$ cat src/rtl/fixed_to_float.sv
// fixed_to_float: converts a signed two's-complement fixed-point word with
// FRAC_BITS fractional bits into an IEEE-754 single-precision word.
// The magnitude is normalised one left shift per cycle while a biased
// exponent counts down. The result is then packed in a separate cycle.
// The Begin/ACK/FSM-reset handshake matches the other conversion blocks.
//
// Optional build macro FIXED_TO_FLOAT_ROUND_EN:
//   defined   -> the packed mantissa is rounded to nearest-even
//   undefined -> the packed mantissa is truncated (default)
module fixed_to_float #(
  parameter int unsigned FRAC_BITS = 16
) (
  input  logic        CLK,
  input  logic        RST,
  input  logic        RST_FSM_FX,
  input  logic        Begin_FSM_FX,
  input  logic [31:0] FIXED,
  output logic [31:0] FLOAT,
  output logic        ACK_FX
);

  // Biased exponent of the MSB position of a 32-bit word with FRAC_BITS
  // fractional bits. Over the legal FRAC_BITS range it stays within 96..159.
  localparam logic [8:0] EXP_INIT = 9'(127 + 31 - FRAC_BITS);

  typedef enum logic [1:0] {
    ST_IDLE = 2'd0,
    ST_NORM = 2'd1,
    ST_PACK = 2'd2,
    ST_DONE = 2'd3
  } state_e;

  state_e      state_q, state_d;
  logic        sgn_q,   sgn_d;
  logic [31:0] m_q,     m_d;
  logic [8:0]  exp_q,   exp_d;
  logic [31:0] float_q, float_d;

  // Unsigned magnitude of a two's-complement word. 32'h80000000 maps to
  // itself, which is its correct magnitude when it is read as unsigned.
  function automatic logic [31:0] abs_mag(input logic [31:0] v);
    logic [31:0] r;
    if (v[31]) begin
      r = ~v + 32'd1;
    end else begin
      r = v;
    end
    return r;
  endfunction

  // Packs a normalised magnitude (m[31] set) into single-precision format.
  // The hidden bit m[31] is dropped.
`ifdef FIXED_TO_FLOAT_ROUND_EN
  function automatic logic [31:0] pack_float(input logic       sgn,
                                             input logic [8:0]  e,
                                             input logic [31:0] m);
    logic        round_up;
    logic [23:0] mant_sum;
    logic [7:0]  e_out;
    // Round to nearest-even: guard = m[7], sticky = |m[6:0], lsb = m[8].
    round_up = m[7] & ((|m[6:0]) | m[8]);
    mant_sum = {1'b0, m[30:8]} + {23'd0, round_up};
    // A carry out of an all-ones mantissa leaves the mantissa at zero
    // and moves the value to the next binade.
    e_out    = e[7:0] + {7'd0, mant_sum[23]};
    return {sgn, e_out, mant_sum[22:0]};
  endfunction
`else
  function automatic logic [31:0] pack_float(input logic       sgn,
                                             input logic [8:0]  e,
                                             input logic [31:0] m);
    // Truncate: the low byte of the normalised magnitude is discarded.
    return {sgn, e[7:0], m[30:8]};
  endfunction
`endif

  // Next-state and datapath logic for the IDLE/NORM/PACK/DONE sequence.
  always_comb begin
    state_d = state_q;
    sgn_d   = sgn_q;
    m_d     = m_q;
    exp_d   = exp_q;
    float_d = float_q;

    case (state_q)
      ST_IDLE: begin
        if (Begin_FSM_FX) begin
          sgn_d   = FIXED[31];
          m_d     = abs_mag(FIXED);
          exp_d   = EXP_INIT;
          state_d = ST_NORM;
        end else begin
          state_d = ST_IDLE;
        end
      end

      ST_NORM: begin
        if (m_q == 32'd0) begin
          // A zero operand gives +0, never -0. It goes through PACK so that
          // the shortest conversion takes the same two cycles as lz = 0.
          float_d = 32'h0000_0000;
          state_d = ST_PACK;
        end else if (m_q[31]) begin
          state_d = ST_PACK;
        end else begin
          m_d     = {m_q[30:0], 1'b0};
          exp_d   = exp_q - 9'd1;
          state_d = ST_NORM;
        end
      end

      ST_PACK: begin
        if (m_q == 32'd0) begin
          float_d = 32'h0000_0000;
        end else begin
          float_d = pack_float(sgn_q, exp_q, m_q);
        end
        state_d = ST_DONE;
      end

      ST_DONE: begin
        // A Begin in this state is ignored, even in the acknowledge cycle.
        if (RST_FSM_FX) begin
          state_d = ST_IDLE;
        end else begin
          state_d = ST_DONE;
        end
      end

      default: begin
        state_d = ST_IDLE;
      end
    endcase
  end

  // State and datapath registers with synchronous active-high reset.
  always_ff @(posedge CLK) begin
    if (RST) begin
      state_q <= ST_IDLE;
      sgn_q   <= 1'b0;
      m_q     <= 32'd0;
      exp_q   <= 9'd0;
      float_q <= 32'd0;
    end else begin
      state_q <= state_d;
      sgn_q   <= sgn_d;
      m_q     <= m_d;
      exp_q   <= exp_d;
      float_q <= float_d;
    end
  end

  // ACK is decoded from the state register, so it has no input path.
  assign ACK_FX = (state_q == ST_DONE);
  assign FLOAT  = float_q;

endmodule

$ cat config.mk
export PLATFORM = sky130hd
export DESIGN_NAME = fixed_to_float
export DESIGN_NICKNAME = d
export VERILOG_FILES = /design/src/rtl/fixed_to_float.sv
export SDC_FILE = /design/constraint.sdc
export NUM_CORES = 1
export LEC_CHECK = 0
export BUFFER_PORTS_ARGS = -buffer_cell sky130_fd_sc_hd__buf_2
export CORE_ASPECT_RATIO = 0.5
export CORE_MARGIN = 8
export CORE_UTILIZATION = 58
export CTS_BUF_LIST = sky130_fd_sc_hd__clkbuf_4
export CTS_CLUSTER_DIAMETER = 50
export CTS_CLUSTER_SIZE = 16
export DETAILED_ROUTE_END_ITERATION = 7
export GPL_ROUTABILITY_DRIVEN = 0
export GPL_TIMING_DRIVEN = 0
export PLACE_DENSITY = 0.81
export SLEW_MARGIN = 20
export SYNTH_ARGS = -nofsm -noshare
export SYNTH_HDL_FRONTEND = slang
export SYNTH_SLANG_ARGS = --single-unit
$ cat constraint.sdc
create_clock -name CLK -period 3.9 [get_ports CLK]
set_input_delay 0.195 -clock CLK [delete_from_list [all_inputs] [get_ports CLK]]
set_output_delay 0.195 -clock CLK [all_outputs]
set_load 0.005 [all_outputs]
==> results.toml, run 1 <==
[job]
drv_cap = 0

[clock_tree]
root_buffer = "clkbuf_4"
cts_setup_buffers = 0
cts_tree = "yes"
clock-sinks = 75
clkTransAtPathRegs_ns = 0.13
clkLatencyLatePin_ns = 0.43
cts-resized-gates = 0
ctsHoldBuffers = 0
clock_path_buffers = 2
cts_made_buffers = 9
htreeDepth = 3

[hold_path]
holdPathEnd = "m_q[0]$_SDFFE_PP0P_"
worstHoldPathType = "in -> reg"
worstHoldStart = "FIXED[0]"
hold_depth = 3

[placement]
dp.cells = 607
hpwlAfterDp_microns = 8410
io_buffers = 67

[setup_path]
critPathLaunchType = "register"
critPathMaxFanout = 10
cp_cell_sequence = "nand2b_1, clkbuf_1, nor2_1, o21ai_1, nand2_1, clkbuf_1, nor2_1, a311oi_1"
rrSetupSlack_ns = 1.25
arrival_ns = 2.99
reg2reg_depth = 8
endpoint_kind = "register"
crit_type = "reg -> reg"
crit_path_max_incr_delay_ns = 0.46
r2r_end = "m_q[29]$_SDFFE_PP0P_"
crit_path_start = "state_q[0]$_SDFF_PP0_"
required_ns = 4.24
cpMaxStageDelayCell = "dfxtp_1"
r2r_start = "state_q[0]$_SDFF_PP0_"

[timing]
hold_violations = 0
period_share_pct = 68.0
hold_ws_ns = 0.0654
max_slew_margin_pct = 48.8
rsz0062_at_grt = "no"
maxClockFrequency_ghz = 0.377
period_needed_ns = 2.65
setup_tns_ns = 0
worstMarginPinSlew_ns = 0.758
drv_slew = 0
finClkSkew_ns = 0.0194
setup_viol = 0

[global_routing]
grt_max_degree = 13
grt_pass1_vias = 3479
antenna_found_initial = 0
grtUsageTotal_pct = 23.8
grt_pass1_wl_microns = 17600
grt_overflow = 0

[die]
num_rows = 20
coreArea_sq_um = 6180
die_area_sq_um = 9480
start_util_pct = 60.9
die_y_microns = 73.0
pin_count = 69
die_w_microns = 130

[detailed_routing]
vias = 3958
wire_per_inst_microns = 18.2
drtIter0Drc = 418
ant_nets = 0
drc = 0
first_pass_iters = 6
highest-signal-layer = "met4"
viasPerCell = 6.35
drt-met1-wl_microns = 5110
wl_microns = 11300
wl_met2_microns = 4510
wl_met3_microns = 1530

[synth]
synthArstFlopShare_pct = 0
synth_top_family_by_area = "compound AO/OA/AOI/OAI gates"
ys_ff_latch = 75
synth_area_sq_um = 3770
yosys.area.top_type = "dfxtp_1"
synthSimpleGateAreaFrac_pct = 21.7
synth_most_common_cell = "dfxtp_1"
synth-edff-count = 0
synth.distinct_cells = 52
ys_seq_area_share_pct = 39.9
muxShareOfSynthArea_pct = 0.266
synth_xor_area_share_pct = 7.67
netlist.area_leader.share_pct = 39.9
synth_top_cells_by_count = "dfxtp_1, nor2_1, a22oi_1"
synth_area_leaders = "dfxtp_1, a22oi_1, nor2_1, xnor2_1, nand2_1"
synthAdderAreaFrac_pct = 0.664
yosys_warnings = 0
syn_area_per_cell_sq_um = 8.33
synthCells = 452
synthesis.nets = 490
synth_flop_cell = "dfxtp_1"
synth_compound_area_share_pct = 25.3

[finish]
drive_gt1_share_pct = 17.9
stdcell_count = 623
syn_to_final_growth_pct = 16.1
antennaDiodeCount = 0
nNetsFinal = 568

[power]
power_density_nw_per_um2 = 415
p_leak_nw = 1.68
peakVddDrop_mv = 0.164

[status]
status = "finished, final reports clean"
worst max path at each step:
stage	endpoint	slack, ns	cells after the start
after global routing	m_q[29]$_SDFFE_PP0P_	1.10	8
final	m_q[29]$_SDFFE_PP0P_	1.25	8
after detailed placement	m_q[30]$_SDFFE_PP0P_	1.25	9
after CTS	m_q[29]$_SDFFE_PP0P_	1.33	8
after global placement	m_q[28]$_SDFFE_PP0P_	1.25	9
after floorplan	m_q[25]$_SDFFE_PP0P_	1.64	7
worst max-delay path, delay by kind of cell (launching register included):
family          cells  cell delay, ns
buf+inv             2            0.67
compound gates      2            0.64
simple gates        4            0.80
flops               1            0.46
cell families (layout without fill, tap and decap cells):
kind of cell,after synthesis,in the layout
muxes,1,1
adders and majority gates,2,2
AOI/OAI and AO/OA,124,124
buffers and inverters,42,125
xor gates and xnor gates,33,33
and+or+nand+nor,175,175
DFF,75,75
power by group:
group          internal (mW)  switching [mW]
Sequential             0.824          0.0740
Combinational          0.144           0.232
Clock                  0.273           0.269
Total                   1.24           0.575
cell type report:
type | count | area, sq um
buffer | 33 | 135
clock buffer | 11 | 82.6
clock inverter | 5 | 77.6
fill | 548 | 1810
inverter | 9 | 33.8
multi-input combinational | 335 | 2100
sequential | 75 | 1500
tap | 88 | 110
timing repair buffer | 67 | 335
sequential cells by signal (all words and copies together) (netlist names):
signal and cells:
FLOAT 32, m_q 32, exp_q 8, state_q 2
sgn_q 1
per-layer routing:
layer  track usage [%]  vias to the layer above
met1              32.6                     1846
met4              6.89                        0
li1                  -                     1827
met5                 0                        -
met3              9.62                       29
met2              33.2                      256
layout by cell type (no fill, tap or decap), types with 6 or more instances in the layout:
master / synthesis / routed
a211oi_1: 8 / 8
a21oi_1: 18 / 18
a221oi_1: 10 / 10
a22oi_1: 35 / 35
buf_2: 0 / 67
clkbuf_1: 29 / 29
clkbuf_4: 0 / 11
dfxtp_1: 75 / 75
inv_1: 8 / 8
nand2_1: 34 / 34
nand3_1: 9 / 9
nor2_1: 70 / 70
nor3_1: 21 / 21
nor4_1: 14 / 14
o21ai_0: 12 / 12
o31ai_1: 6 / 6
o41ai_1: 6 / 6
xnor2_1: 27 / 27
xor2_1: 6 / 6
through the flow:
step | utilization (%) | total power [mW] | worst slack, ns | area [sq um]
6_report | 70.7 | 1.82 | 1.25 | 4370
5_1_grt | 70.7 | 1.88 | 1.10 | 4370
4_1_cts | 70.7 | 1.80 | 1.33 | 4370
3_5_place_dp | 68.1 | 1.27 | 1.25 | 4210
3_3_place_gp | 68.1 | 1.27 | 1.25 | 4210
2_1_floorplan | - | 1.14 | 1.64 | 3770
Power figures use the tool's default switching activity.
==> run 2, diff against run 1 <==
--- a/config.mk
+++ b/config.mk
@@ -5,6 +5,7 @@
 export SDC_FILE = /design/constraint.sdc
 export NUM_CORES = 1
 export LEC_CHECK = 0
+export ABC_AREA = 1
 export BUFFER_PORTS_ARGS = -buffer_cell sky130_fd_sc_hd__buf_2
 export CORE_ASPECT_RATIO = 0.5
 export CORE_MARGIN = 8
@@ -15,7 +16,7 @@
 export DETAILED_ROUTE_END_ITERATION = 7
 export GPL_ROUTABILITY_DRIVEN = 0
 export GPL_TIMING_DRIVEN = 0
-export PLACE_DENSITY = 0.81
+export PLACE_DENSITY = 0.79
 export SLEW_MARGIN = 20
 export SYNTH_ARGS = -nofsm -noshare
 export SYNTH_HDL_FRONTEND = slang
==> constraint.sdc (replaced) <==
create_clock -name CLK -period 2.7 [get_ports CLK]
set_input_delay 0.135 -clock CLK [delete_from_list [all_inputs] [get_ports CLK]]
set_output_delay 0.135 -clock CLK [all_outputs]
set_load 0.005 [all_outputs]
==> run 2 against run 1 <==
- total power up 68%
- area after synthesis increased by 16%
- first-iteration DRC count is 3.8% higher
- wire length grew 19%
- count of clock-buffer cells in the layout decreased by 1
- setup slack worse by 0.38 ns
- non-clock buffer count unchanged
- die area increased by 14%
- fmax is 45% higher
- core utilization decreased by 2.1 points
- register-to-register slack got worse by 0.38 ns
- critical path depth grew 3
==> results.toml, run 2 <==
[setup_path]
endpoint_kind = "register"
crit_end = "m_q[15]$_SDFFE_PP0P_"
cpMaxStageDelayCell = "dfxtp_1"
required_ns = 2.99
crit_top_cell = "nand2_1"
r2r_start = "m_q[30]$_SDFFE_PP0P_"
rrSetupSlack_ns = 0.87
cp.depth = 11
reg2reg_depth = 11
crit_path_start = "m_q[30]$_SDFFE_PP0P_"
crit_path_max_incr_delay_ns = 0.36
crit_type = "reg -> reg"
r2r_end = "m_q[15]$_SDFFE_PP0P_"
critPathLaunchType = "register"
path_buf_inv = 2
arrival_ns = 2.12
cp_cell_sequence = "nor2_2, nand3_1, nor2_1, nand2_1, o21ai_1, nand2_2, nand2_4, inv_2, buf_4, nand2_1, a21oi_1"
critPathMaxFanout = 10
crit_family = "simple AND/OR/NAND/NOR gates"

[detailed_routing]
wl_microns = 13500
ant_nets = 0
drc = 0
vias = 4945
drtIter0Drc = 434
wire_per_inst_microns = 14.7
viasPerCell = 5.40
first_pass_iters = 7

[global_routing]
use_met2_pct = 34.0
grt_pass1_wl_microns = 21900
grtUsageTotal_pct = 24.7
grt_max_degree = 14
grt_overflow = 0
met3_usage_pct = 5.92
grt.busiest_layer = "met1"
grt_pass1_vias = 4340
gr-usage-met1_pct = 37.5
antenna_found_initial = 0

[synth]
synthArstFlopShare_pct = 0
synth-edff-count = 0
synth.distinct_cells = 30
synth_flop_cell = "dfxtp_1"
ys_ff_latch = 75
synth_compound_area_share_pct = 11.6
synth_area_leaders = "dfxtp_1, nand2_1, nor2_1, nand3_1, a21oi_1"
synth_area_sq_um = 4390
ys_seq_area_share_pct = 34.2
muxShareOfSynthArea_pct = 0
synth_top_cells_by_count = "nand2_1, nor2_1, nand3_1"
synthCells = 737
yosys_warnings = 0
yosys.area.top_type = "dfxtp_1"
syn_area_per_cell_sq_um = 5.95
synth_top_family_by_area = "simple AND/OR/NAND/NOR gates"
synthesis.nets = 775
synth_xor_area_share_pct = 0.799
synth_most_common_cell = "nand2_1"
synthAdderAreaFrac_pct = 0.570
synthSimpleGateAreaFrac_pct = 43.6
netlist.area_leader.share_pct = 34.2

[clock_tree]
clock_path_buffers = 2
cts_made_buffers = 9
clkLatencyLatePin_ns = 0.42
clock-sinks = 75
ctsHoldBuffers = 0
cts_setup_buffers = 0
cts-resized-gates = 0
root_buffer = "clkbuf_4"
clkTransAtPathRegs_ns = 0.12
htreeDepth = 3
cts_tree = "yes"

[hold_path]
worstHoldStart = "FIXED[0]"
worstHoldPathType = "in -> reg"

[power]
peakVddDrop_mv = 0.278
power_density_nw_per_um2 = 606
power_mw = 3.04
p_leak_nw = 2.36

[placement]
dp.cells = 899
io_buffers = 66
hpwlAfterDp_microns = 10400

[die]
num_rows = 22
start_util_pct = 59.9
coreArea_sq_um = 7320
die_y_microns = 77.5
die_area_sq_um = 10800
die_w_microns = 139
pin_count = 69

[timing]
worstMarginPinSlew_ns = 0.631
maxClockFrequency_ghz = 0.547
period_needed_ns = 1.83
hold_violations = 0
setup_viol = 0
drv_slew = 0
max_slew_margin_pct = 57.9
rsz0062_at_grt = "no"
finClkSkew_ns = 0.00885
setup_tns_ns = 0
period_share_pct = 67.8

[finish]
syn_to_final_growth_pct = 14.5
drive_gt1_share_pct = 14.2
fill_cells = 700
layout_common_cells = "nand2_1, nor2_1, nand3_1, dfxtp_1, buf_2"
antennaDiodeCount = 0
nNetsFinal = 852
final_common_cell = "nand2_1"
stdcell_count = 915

[status]
status = "finished, final reports clean"

[job]
drv_cap = 0
-- run 2: cell types whose count changed after synthesis, sizes merged, moves of 15 or more --
cell,change
nor3,-19
clkbuf,-15
nand2,+199
a22oi,-35
inv,+53
buf,+16
nand3,+72
nor4,-15
nor2,+67
a21oi,+42
xnor2,-27
-- run 2: tightest hold or removal path, cell delays in order --
cell	delay, ns
buf_2	0.12
nand2_1	0.08
a21oi_1	0.07
-- run 2: report_power, final --
part	total, mW	leakage (nW)	switching, mW	internal, mW
Sequential	1.32	0.613	0.112	1.21
Clock	0.887	0.101	0.405	0.483
Combinational	0.835	1.65	0.545	0.290
Total	3.04	2.36	1.06	1.98
-- run 2: per-layer routing --
| metal | up-vias | routed length [microns] |
|---|---|---|
| li1 | 2492 | - |
| met1 | 2177 | 6810 |
| met2 | 267 | 5090 |
| met3 | 9 | 1470 |
| met4 | 0 | 92 |
| met5 | - | 0 |
-- run 2: worst min-delay path by stage --
stage	to	depth (start not counted)
6_report	m_q[0]$_SDFFE_PP0P_	3
5_1_grt	m_q[0]$_SDFFE_PP0P_	3
4_1_cts	m_q[0]$_SDFFE_PP0P_	3
3_5_place_dp	m_q[0]$_SDFFE_PP0P_	3
3_3_place_gp	m_q[0]$_SDFFE_PP0P_	3
2_1_floorplan	m_q[0]$_SDFFE_PP0P_	2
-- run 2: through the flow --
stage | hold slack, ns | setup WS (ns) | area, sq um | util [%]
CTS | 0.0113 | 0.891 | 5020 | 68.6
detailed placement | 0.441 | 0.941 | 4840 | 66.1
global route | 0.0113 | 0.733 | 5020 | 68.6
finish | 0.0262 | 0.870 | 5020 | 68.6
floorplan | 0.282 | 1.29 | 4390 | -
global placement | 0.425 | 0.975 | 4840 | 66.1
-- run 2: logic make-up (layout without fill, tap and decap cells) --
logic type | Yosys count | count (layout)
AOI/OAI and AO/OA | 96 | 96
and+or+nand+nor | 465 | 465
buffers and inverters | 95 | 177
DFF | 75 | 75
adders and majority gates | 2 | 2
xor gates and xnor gates | 4 | 4
-- run 2: final cells by class --
cell class	count	area [sq um]	area share, %
plain buffers	34	176	3.51
clock buffers	10	75.1	1.49
clock inverters	6	113	2.24
inverters	61	229	4.56
multi-input cells	567	2480	49.4
flip-flops and latches	75	1500	29.9
well taps	96	120	2.39
repair buffers	66	330	6.57
==> run 3, diff against run 2 <==
--- a/config.mk
+++ b/config.mk
@@ -5,18 +5,18 @@
 export SDC_FILE = /design/constraint.sdc
 export NUM_CORES = 1
 export LEC_CHECK = 0
-export ABC_AREA = 1
+export ABC_AREA = 0
 export BUFFER_PORTS_ARGS = -buffer_cell sky130_fd_sc_hd__buf_2
 export CORE_ASPECT_RATIO = 0.5
 export CORE_MARGIN = 8
-export CORE_UTILIZATION = 58
+export CORE_UTILIZATION = 52
 export CTS_BUF_LIST = sky130_fd_sc_hd__clkbuf_4
 export CTS_CLUSTER_DIAMETER = 50
 export CTS_CLUSTER_SIZE = 16
 export DETAILED_ROUTE_END_ITERATION = 7
 export GPL_ROUTABILITY_DRIVEN = 0
 export GPL_TIMING_DRIVEN = 0
-export PLACE_DENSITY = 0.79
+export PLACE_DENSITY = 0.76
 export SLEW_MARGIN = 20
 export SYNTH_ARGS = -nofsm -noshare
 export SYNTH_HDL_FRONTEND = slang
==> constraint.sdc (replaced) <==
create_clock -name CLK -period 1.5 [get_ports CLK]
set_input_delay 0.075 -clock CLK [delete_from_list [all_inputs] [get_ports CLK]]
set_output_delay 0.075 -clock CLK [all_outputs]
set_load 0.005 [all_outputs]
==> run 3 against run 2 <==
- the flow now finishes with violations (negative setup slack)
- critical path depth is 3 lower
- non-clock buffer count increased by 51
- cell area rose by 20%
- count of clock-buffer cells in the layout decreased by 1
- critical path type unchanged
==> results.toml, run 3 (same netlist as run 1, synthesis figures left out) <==
[status]
status = "complete, but fails checks"
violations = "negative setup slack"

[die]
num_rows = 22
die_area_sq_um = 10400
pin_count = 69
die_y_microns = 76.2
start_util_pct = 52.4
die_w_microns = 136
coreArea_sq_um = 7180

[detailed_routing]
drtIter0Drc = 860
drc = 0
viasPerCell = 7.04
vias = 4802
wl_microns = 17500
first_pass_iters = 6
wire_per_inst_microns = 25.6
ant_nets = 0

[global_routing]
grtUsageTotal_pct = 27.8
grt_pass1_vias = 4290
grt_max_degree = 14
antenna_found_initial = 0
grt_overflow = 0
grt_pass1_wl_microns = 22900

[setup_path]
critPathLaunchType = "register"
required_ns = 1.82
arrival_ns = 2.45
crit_type = "reg -> reg"
endpoint_kind = "register"
rrSetupSlack_ns = -0.63
critPathMaxFanout = 7

[finish]
final_common_cell = "buf_2"
drive_gt1_share_pct = 53.4
syn_to_final_growth_pct = 60.1
antennaDiodeCount = 0
regArea_sq_um = 1560
nNetsFinal = 619
fill_cells = 318
multi_input_area_sq_um = 2940
layout_common_cells = "buf_2, nor2_1, dfxtp_1, a22oi_2, buf_4"
stdcell_count = 682
post-route-util_pct = 83.9

[power]
peakVddDrop_mv = 0.533
p_leak_nw = 2.32
power_density_nw_per_um2 = 960

[timing]
worstMarginPinSlew_ns = 0.900
max_slew_margin_pct = 40.0
period_needed_ns = 2.13
fin_ws_ns = -0.627
rsz0062_at_grt = "yes"
drv_slew = 0
finClkSkew_ns = 0.0201
setup_viol = 75
period_share_pct = 142
hold_violations = 0
hold_ws_ns = 0.0268
maxClockFrequency_ghz = 0.470

[clock_tree]
htreeDepth = 3
clock-sinks = 75
clock_path_buffers = 2
cts_made_buffers = 9
cts_tree = "yes"
root_buffer = "clkbuf_4"
clkTransAtPathRegs_ns = 0.14
clkLatencyLatePin_ns = 0.46

[placement]
dp.cells = 615
io_buffers = 67
hpwlAfterDp_microns = 8660

[hold_path]
worstHoldPathType = "in -> reg"

[job]
drv_cap = 0
## run 3: changes by cell type in the layout (fill, tap and decap cells not counted), sizes merged, moves of 12 or more
cell    change
a21oi      -42
xnor2      +27
nand3      -72
nor2       -67
inv        -54
nand2     -199
a22oi      +35
a221oi     +12
o21ai      -12
buf        +40
nor3       +19
nor4       +15
## run 3: routing by layer
metal / wire length [microns] / global-route usage [%]
met1: 6450 / 35.7
met5: 0 / 0
met4: 1100 / 11.3
met3: 2630 / 12.0
met2: 7290 / 39.8
## run 3: where the power goes
part / internal, mW / total, mW / switching (mW) / leakage [nW]
Combinational: 0.827 / 1.86 / 1.04 / 1.62
Sequential: 2.16 / 2.46 / 0.292 / 0.625
Clock: 0.669 / 1.47 / 0.801 / 0.0796
## run 3: repair_timing
item / 4_1_cts / 5_1_grt
pin swaps: 31 / 42
hold buffers: 4 / 0
endpoints found under the setup margin: 75 / 75
buffers inserted: 22 / 16
resized for setup: 158 / 108
cloned: 10 / 1
endpoints found under the hold margin: 4 / 0
## run 3: critical path, cell delays in order, from the launching register on
cell     delay (ns)
dfxtp_2        0.39
nor4_2         0.33
nand4_1        0.23
buf_4          0.20
nor2_4         0.21
a21oi_4        0.17
buf_8          0.19
a22oi_2        0.17
nor2_1         0.09
## run 3: final timing paths
kind                                        startpoint                endpoint  cells past startpoint
worst max-delay path              m_q[15]$_SDFFE_PP0P_  FLOAT[10]$_SDFFE_PP0P_                      8
worst min-delay path                               RST    m_q[16]$_SDFFE_PP0P_                      3
worst max register to register    m_q[15]$_SDFFE_PP0P_  FLOAT[10]$_SDFFE_PP0P_                      8
worst min register to register  FLOAT[26]$_SDFFE_PP0P_  FLOAT[26]$_SDFFE_PP0P_                      2
## run 3: stage by stage
step	setup WS, ns	area, sq um	setup TNS, ns	power (mW)
2_1_floorplan	-0.590	3890	-14.32	2.99
3_5_place_dp	-1.05	4350	-46.72	3.34
3_3_place_gp	-1.02	4350	-44.65	3.33
4_1_cts	-0.379	5490	-21.78	5.14
5_1_grt	-0.701	6030	-39.33	5.92
6_report	-0.627	6030	-36.66	5.79
## run 3: cell type report
cell class / instances / area share [%]
tap: 96 / 1.99
inverter: 9 / 0.560
clock inverter: 7 / 1.54
sequential: 75 / 25.9
buffer: 32 / 4.88
clock buffer: 9 / 1.12
multi-input combinational: 335 / 48.7
timing repair buffer: 119 / 15.3
